[src/rtl/dma_bd_pkg.sv]
// Shared definitions for the buffer-descriptor RAM arbiter: data width,
// default read latency, requester index map and the round-robin wrap helper.
package dma_bd_pkg;

  localparam int BD_DATA_W          = 32;
  localparam int RD_LATENCY_DEFAULT = 2;

  localparam int REQ_FETCH = 0;
  localparam int REQ_CFG   = 1;
  localparam int REQ_WB    = 2;

  // idx is at most 2*n-2 here, so a single subtraction wraps it into 0..n-1.
  function automatic int rr_wrap(input int idx, input int n);
    return (idx >= n) ? idx - n : idx;
  endfunction

endpackage

[src/rtl/dma_rr_arbiter.sv]
// Round-robin arbiter over N request lines. It reports the winner even while
// hold is high so that the caller can run address checks against it.
module dma_rr_arbiter
  import dma_bd_pkg::*;
#(
  parameter int N    = 3,
  parameter int ID_W = $clog2(N)
) (
  input  logic            clock,
  input  logic            reset,
  input  logic [N-1:0]    req,
  input  logic            hold,
  output logic            win_valid,
  output logic [ID_W-1:0] win_id,
  output logic [N-1:0]    grant
);

  logic [ID_W-1:0] ptr;
  logic [ID_W-1:0] cand_id;
  int              cand;

  // Scan upward from ptr and wrap; the first active line wins.
  always_comb begin
    win_valid = 1'b0;
    win_id    = '0;
    cand      = 0;
    cand_id   = '0;
    for (int k = 0; k < N; k++) begin
      cand    = rr_wrap(int'(ptr) + k, N);
      cand_id = ID_W'(cand);
      if (!win_valid && req[cand_id]) begin
        win_valid = 1'b1;
        win_id    = cand_id;
      end
    end
  end

  always_comb begin
    grant = '0;
    if (win_valid && !hold) grant[win_id] = 1'b1;
  end

  // The pointer moves only when a grant is actually issued.
  always_ff @(posedge clock) begin
    if (reset) begin
      ptr <= '0;
    end else if (win_valid && !hold) begin
      ptr <= ID_W'(rr_wrap(int'(win_id) + 1, N));
    end
  end

endmodule

[src/rtl/dma_bd_ram_arbiter.sv]
// Shares the single-write/single-read BD RAM wrapper between NUM_REQ requesters,
// with per-class round-robin arbitration, read-response routing and ECC flag routing.
// Optional ECC error log enabled by defining DMA_BD_ARB_ECC_LOG_EN.
module dma_bd_ram_arbiter
  import dma_bd_pkg::*;
#(
  parameter int NUM_REQ    = 3,
  parameter int ADDR_W     = 2,
  parameter int RD_LATENCY = RD_LATENCY_DEFAULT
) (
  input  logic                           clock,
  input  logic                           reset,
  input  logic [NUM_REQ-1:0]             req_valid,
  input  logic [NUM_REQ-1:0]             req_we,
  input  logic [NUM_REQ*ADDR_W-1:0]      req_addr,
  input  logic [NUM_REQ*BD_DATA_W-1:0]   req_wdata,
  output logic [NUM_REQ-1:0]             req_ready,
  output logic [NUM_REQ-1:0]             rsp_valid,
  output logic [BD_DATA_W-1:0]           rsp_data,
  output logic [NUM_REQ-1:0]             err_valid,
  output logic                           err_sb,
  output logic                           err_db,
  output logic                           ram_wrEn,
  output logic [ADDR_W-1:0]              ram_wrAddr,
  output logic [BD_DATA_W-1:0]           ram_wrData,
  output logic                           ram_rdEn,
  output logic [ADDR_W-1:0]              ram_rdAddr,
  input  logic [BD_DATA_W-1:0]           ram_rdData,
  input  logic                           ram_sb,
  input  logic                           ram_db
`ifdef DMA_BD_ARB_ECC_LOG_EN
  ,
  output logic [ADDR_W-1:0]              first_err_addr,
  output logic                           first_err_db,
  output logic [15:0]                    sb_count
`endif
);

  localparam int ID_W = $clog2(NUM_REQ);
  localparam int LAST = RD_LATENCY - 1;

  // Handshake: requester i raises req_valid[i] with req_we/addr/wdata and holds
  // them stable; the access is consumed in the cycle req_ready[i] is high.
  // Read responses carry no ready: rsp_valid and err_valid cannot be stalled.
  logic [NUM_REQ-1:0] wr_req, rd_req;
  logic [NUM_REQ-1:0] wr_grant, rd_grant;
  logic               wr_win_valid, rd_win_valid;
  logic [ID_W-1:0]    wr_win_id, rd_win_id;
  logic [ADDR_W-1:0]  wr_win_addr, rd_win_addr;
  logic [BD_DATA_W-1:0] wr_win_data;
  logic               raw_hazard;
  logic               rd_hold;

  assign wr_req = req_valid & req_we;
  assign rd_req = req_valid & ~req_we;

  dma_rr_arbiter #(.N(NUM_REQ), .ID_W(ID_W)) u_wr_arb (
    .clock     (clock),
    .reset     (reset),
    .req       (wr_req),
    .hold      (reset),
    .win_valid (wr_win_valid),
    .win_id    (wr_win_id),
    .grant     (wr_grant)
  );

  dma_rr_arbiter #(.N(NUM_REQ), .ID_W(ID_W)) u_rd_arb (
    .clock     (clock),
    .reset     (reset),
    .req       (rd_req),
    .hold      (rd_hold),
    .win_valid (rd_win_valid),
    .win_id    (rd_win_id),
    .grant     (rd_grant)
  );

  always_comb begin
    wr_win_addr = req_addr[int'(wr_win_id)*ADDR_W +: ADDR_W];
    wr_win_data = req_wdata[int'(wr_win_id)*BD_DATA_W +: BD_DATA_W];
    rd_win_addr = req_addr[int'(rd_win_id)*ADDR_W +: ADDR_W];
  end

  // A read colliding with this cycle's write waits one cycle so it sees the new data.
  assign raw_hazard = wr_win_valid && rd_win_valid && (wr_win_addr == rd_win_addr);
  assign rd_hold    = reset || raw_hazard;

  assign req_ready  = wr_grant | rd_grant;
  assign ram_wrEn   = |wr_grant;
  assign ram_rdEn   = |rd_grant;
  assign ram_wrAddr = ram_wrEn ? wr_win_addr : '0;
  assign ram_wrData = ram_wrEn ? wr_win_data : '0;
  assign ram_rdAddr = ram_rdEn ? rd_win_addr : '0;

  logic [RD_LATENCY-1:0] tag_v;
  logic [ID_W-1:0]       tag_id [RD_LATENCY];
  logic                  err_v;
  logic [ID_W-1:0]       err_id;
`ifdef DMA_BD_ARB_ECC_LOG_EN
  logic [ADDR_W-1:0]     tag_addr [RD_LATENCY];
  logic [ADDR_W-1:0]     err_addr;
`endif

  // Tag pipeline: stage LAST lines up with ram_rdData, err_* one cycle later.
  always_ff @(posedge clock) begin
    if (reset) begin
      tag_v  <= '0;
      err_v  <= 1'b0;
      err_id <= '0;
      for (int i = 0; i < RD_LATENCY; i++) tag_id[i] <= '0;
    end else begin
      tag_v[0]  <= ram_rdEn;
      tag_id[0] <= rd_win_id;
      for (int i = 1; i < RD_LATENCY; i++) begin
        tag_v[i]  <= tag_v[i-1];
        tag_id[i] <= tag_id[i-1];
      end
      err_v  <= tag_v[LAST];
      err_id <= tag_id[LAST];
    end
  end

`ifdef DMA_BD_ARB_ECC_LOG_EN
  always_ff @(posedge clock) begin
    if (reset) begin
      err_addr <= '0;
      for (int i = 0; i < RD_LATENCY; i++) tag_addr[i] <= '0;
    end else begin
      tag_addr[0] <= rd_win_addr;
      for (int i = 1; i < RD_LATENCY; i++) tag_addr[i] <= tag_addr[i-1];
      err_addr <= tag_addr[LAST];
    end
  end
`endif

  always_comb begin
    rsp_valid = '0;
    err_valid = '0;
    if (!reset && tag_v[LAST]) rsp_valid[tag_id[LAST]] = 1'b1;
    if (!reset && err_v)       err_valid[err_id]        = 1'b1;
  end

  assign rsp_data = (|rsp_valid) ? ram_rdData : '0;
  assign err_sb   = (|err_valid) & ram_sb;
  assign err_db   = (|err_valid) & ram_db;

`ifdef DMA_BD_ARB_ECC_LOG_EN
  logic first_err_seen;

  // Sticky log: first failing address wins; the single-bit count saturates.
  always_ff @(posedge clock) begin
    if (reset) begin
      first_err_seen <= 1'b0;
      first_err_addr <= '0;
      first_err_db   <= 1'b0;
      sb_count       <= '0;
    end else if (|err_valid) begin
      if ((err_sb || err_db) && !first_err_seen) begin
        first_err_seen <= 1'b1;
        first_err_addr <= err_addr;
        first_err_db   <= err_db;
      end
      if (err_sb && (sb_count != 16'hFFFF)) sb_count <= sb_count + 16'd1;
    end
  end
`endif

endmodule

[config.mk]
export PLATFORM = sky130hd
export DESIGN_NAME = dma_bd_ram_arbiter
export DESIGN_NICKNAME = d
export VERILOG_FILES = /design/src/rtl/dma_bd_pkg.sv /design/src/rtl/dma_rr_arbiter.sv /design/src/rtl/dma_bd_ram_arbiter.sv
export SDC_FILE = /design/constraint.sdc
export NUM_CORES = 1
export LEC_CHECK = 0
export CAP_MARGIN = 20
export CORE_MARGIN = 2
export CORE_UTILIZATION = 32
export DETAILED_ROUTE_END_ITERATION = 7
export GPL_ROUTABILITY_DRIVEN = 0
export GPL_TIMING_DRIVEN = 0
export HOLD_SLACK_MARGIN = 0.12
export PLACE_DENSITY = 0.83
export SYNTH_ARGS = -nofsm -noshare
export SYNTH_HDL_FRONTEND = slang
export SYNTH_HIERARCHICAL = 1
export SYNTH_SLANG_ARGS = --single-unit
[constraint.sdc]
create_clock -name clock -period 4.4 [get_ports clock]
set_input_delay 0.66 -clock clock [delete_from_list [all_inputs] [get_ports clock]]
set_output_delay 0.66 -clock clock [all_outputs]
set_load 0.01 [all_outputs]
==> load_flow_metrics.sql <==
INSERT INTO impl_metrics (metric_group, metric, value, unit) VALUES
('route', 'finalWirelength', '10900', 'um'),
('worst_setup_path', 'path_buf_inv', '4', ''),
('synth', 'synth-warning-count', '6', ''),
('sta', 'setup_viol_count_final', '0', ''),
('worst_setup_path', 'setup.worst_path.start_class', 'input pin', ''),
('worst_setup_path', 'cpMaxStageDelayCell', 'sky130_fd_sc_hd__a41o_1', ''),
('clock_network', 'clkTransAtPathRegs', '50', 'ps'),
('sta', 'tightestPinTransition', '443', 'ps'),
('clock_network', 'cts.hold.buffers_added', '0', ''),
('grt', 'grt_start_max_net_pins', '11', ''),
('finish', 'areaGrowthSynthToFinish', '114', '%'),
('pwr', 'power_switching', '896', 'uW'),
('floorplan', 'placeableCoreArea', '0.00737', 'mm^2'),
('synth', 'synth_edf_count', '0', ''),
('worst_setup_path', 'slowest_delay', '280', 'ps'),
('sta', 'period_share', '97.2', '%'),
('pwr', 'seq_power_share', '8.5', '%'),
('pwr', 'sw_frac_of_total', '44.3', '%'),
('finish', 'antenna_fix_cells', '0', ''),
('worst_setup_path', 'worst-endpoint-required', '3740', 'ps'),
('worst_setup_path', 'timing.critical_path.cells', 'dlygate4sd2_1 -> and2_4 -> mux2i_2 -> o21a_1 -> o31ai_4 -> a2bb2oi_2 -> buf_6 -> nor2b_4 -> o2bb2ai_2 -> xnor2_1 -> a41o_1 -> a31oi_4 -> and2_4 -> nor3_4 -> inv_2 -> and2_1 -> buf_2', ''),
('clock_network', 'cts_tree', 'done', ''),
('sta', 'number_of_endpoints_with_negative_hold_slack_in_the_final_report', '0', ''),
('pwr', 'power_leakage', '0.00211', 'uW'),
('pwr', 'clockPowerShare', '5.1', '%'),
('route', 'detail_route.first_pass.iterations', '4', ''),
('clock_network', 'cts-root-buf', 'sky130_fd_sc_hd__clkbuf_8', ''),
('sta', 'holdWs', '437', 'ps'),
('finish', 'mostFrequentLayoutCell', 'sky130_fd_sc_hd__clkdlybuf4s50_1', ''),
('clock_network', 'worstSkewPairLatency', '240', 'ps'),
('synth', 'synthFlopType', 'sky130_fd_sc_hd__dfxtp_1', ''),
('synth', 'netlist_instances', '347', ''),
('sta', 'timing.max_slew.rel_slack', '70.2', '%'),
('sta', 'layout_skew', '0.396', 'ps'),
('placement', 'place_hpwl', '8810', 'um'),
('route', 'drt_iter0_markers', '136', ''),
('finish', 'final_design_area_no_fill', '0.00527', 'mm^2'),
('route', 'drc_violation_count_after_routing', '0', ''),
('floorplan', 'die_h', '91.7', 'um'),
('sta', 'fin_setup_tns', '0', 'ps'),
('worst_setup_path', 'cp_common_cell', 'sky130_fd_sc_hd__and2_4', ''),
('synth', 'syn_nets', '503', ''),
('run_status', 'status', 'complete, no violations', ''),
('worst_setup_path', 'worst_path_dominant_cell_family', 'compound AO/OA/AOI/OAI gates', ''),
('pwr', 'combPwrFrac', '86.4', '%'),
('clock_network', 'tritoncts.num_buffers', '3', ''),
('finish', 'fraction_of_final_layout_cells_sized_beyond_drive_strength_1', '16.6', '%'),
('worst_setup_path', 'worstSetupEndpointType', 'output port', ''),
('grt', 'wire_length_of_the_first_global_routing_pass', '16600', 'um'),
('synth', 'ys_async_sr_fraction', '0', '%'),
('grt', 'first_global_vias', '3354', ''),
('floorplan', 'initial_cell_density_of_the_core', '33.4', '%'),
('clock_network', 'clock_tree.htree_level_count', '1', ''),
('finish', 'layout.cells.most_common_list', '212 x sky130_fd_sc_hd__clkdlybuf4s50_1, 73 x sky130_fd_sc_hd__nor2_1, 40 x sky130_fd_sc_hd__mux2i_1, 38 x sky130_fd_sc_hd__and2_1, 35 x sky130_fd_sc_hd__a21oi_1', ''),
('floorplan', 'design.die.area', '0.00841', 'mm^2'),
('placement', 'placed_cell_area', '0.00483', 'mm^2'),
('synth', 'syn_area', '0.00246', 'mm^2'),
('flow_run', 'maxCapViolCount', '0', ''),
('pwr', 'ir_worst_vdd', '0.311', 'mV'),
('finish', 'fin_nets', '755', ''),
('worst_setup_path', 'crit_arrival', '3620', 'ps'),
('route', 'via_count', '3463', ''),
('sta', 'layout_min_cycle_time', '4280', 'ps'),
('route', 'drt-vias-per-instance', '4.97', ''),
('worst_setup_path', 'critical_path_peak_fanout', '5', ''),
('synth', 'synth.yosys.seq_area_share', '10.6', '%'),
('grt', 'grt_antenna_before_repair', '0', ''),
('pwr', 'power-per-cell-area', '383', 'mW/mm^2'),
('floorplan', 'rows', '31', ''),
('synth', 'synthesis.area_per_instance', '7.10', 'um^2'),
('sta', 'slew_viol_final', '0', '');
-- per-layer routing --
| metal | global-route usage [%] | vias to the layer above | wire [um] | part of all wire [%] |
|---|---|---|---|---|
| met4 | 7.84 | 0 | 345 | 3.2 |
| met3 | 8.63 | 24 | 1200 | 11 |
| met5 | 0 | - | 0 | 0 |
| li1 | - | 1693 | - | - |
| met2 | 48.2 | 192 | 5840 | 53 |
| met1 | 22.9 | 1554 | 3560 | 33 |
-- registers in the layout (all words and copies together) (netlist names) --
| register | flops |
|---|---|
| err_id | 2 |
| u_wr_arb/ptr | 2 |
| u_rd_arb/ptr | 2 |
| tag_v | 2 |
| err_v | 1 |
| tag_id | 4 |
-- metrics by stage --
step | utilization, % | total power [uW] | std cells
6_report | 71.5 | 2020 | 697
5_1_grt | 71.5 | 2170 | 697
4_1_cts | 69.1 | 1880 | 685
3_5_place_dp | 65.5 | 1640 | 670
3_3_place_gp | 65.5 | 1620 | 670
2_1_floorplan | - | 1050 | 347
-- cells by family after synthesis --
kind of cell,share of synthesized area [%]
compound gates,20.3
xor+xnor,0.712
fa+ha+maj,6.10
buf+inv,7.77
flops,10.6
mux,20.0
simple gates,34.6
-- synthesized netlist by cell type (all sizes together), types with 2 or more instances --
cell / instances / area (um^2)
or2: 4 / 25.0
ha: 12 / 150
o31ai: 2 / 28.8
nor2: 74 / 278
mux2i: 46 / 477
o22a: 2 / 20.0
nand3: 4 / 20.0
dfxtp: 13 / 260
buf: 15 / 105
a32oi: 2 / 17.5
o221ai: 3 / 32.5
xnor2: 2 / 17.5
o22ai: 2 / 18.8
nand3b: 4 / 30.0
a21oi: 35 / 175
nor3: 5 / 25.0
o21a: 2 / 15.0
nor2b: 15 / 101
o21ai: 7 / 38.8
clkbuf: 7 / 26.3
nand2b: 4 / 25.0
and3: 3 / 23.8
nand2: 3 / 11.3
o2bb2ai: 4 / 47.6
inv: 16 / 60.1
and2: 44 / 275
o41ai: 2 / 25.0
nor3b: 4 / 30.0
-- path summary, 6_finish.rpt --
check | start | to | slack (ps) | cells past startpoint
worst max-delay path | req_we[1] | ram_rdAddr[1] | 120 | 17
worst min-delay path | tag_id[0][0] | tag_id[0][2] | 440 | 1
worst max register to register | u_rd_arb/ptr[0] | u_rd_arb/ptr[1] | 1040 | 17
worst min register to register | tag_id[0][0] | tag_id[0][2] | 440 | 1
-- timing repair --
action,4_1_cts,5_1_grt
setup endpoints to repair,41,6
resized for setup,60,30
setup buffers,11,14
pin swaps,17,17
-- power by group through the flow --
stage	Combinational (uW)	Clock (uW)	Sequential, uW
after global routing	1880	113	174
after floorplan	888	0	161
after detailed placement	1480	0	167
after CTS	1610	106	165
final	1750	103	171
after global placement	1450	0	165
-- layout make-up --
class / count / area, um^2
buffer: 20 / 124
sequential: 13 / 269
tap: 99 / 124
inverter: 16 / 60.1
multi-input combinational: 296 / 2240
timing repair buffer: 249 / 2410
fill: 575 / 2100
clock buffer: 4 / 45.0
Power figures use the tool's default switching activity.
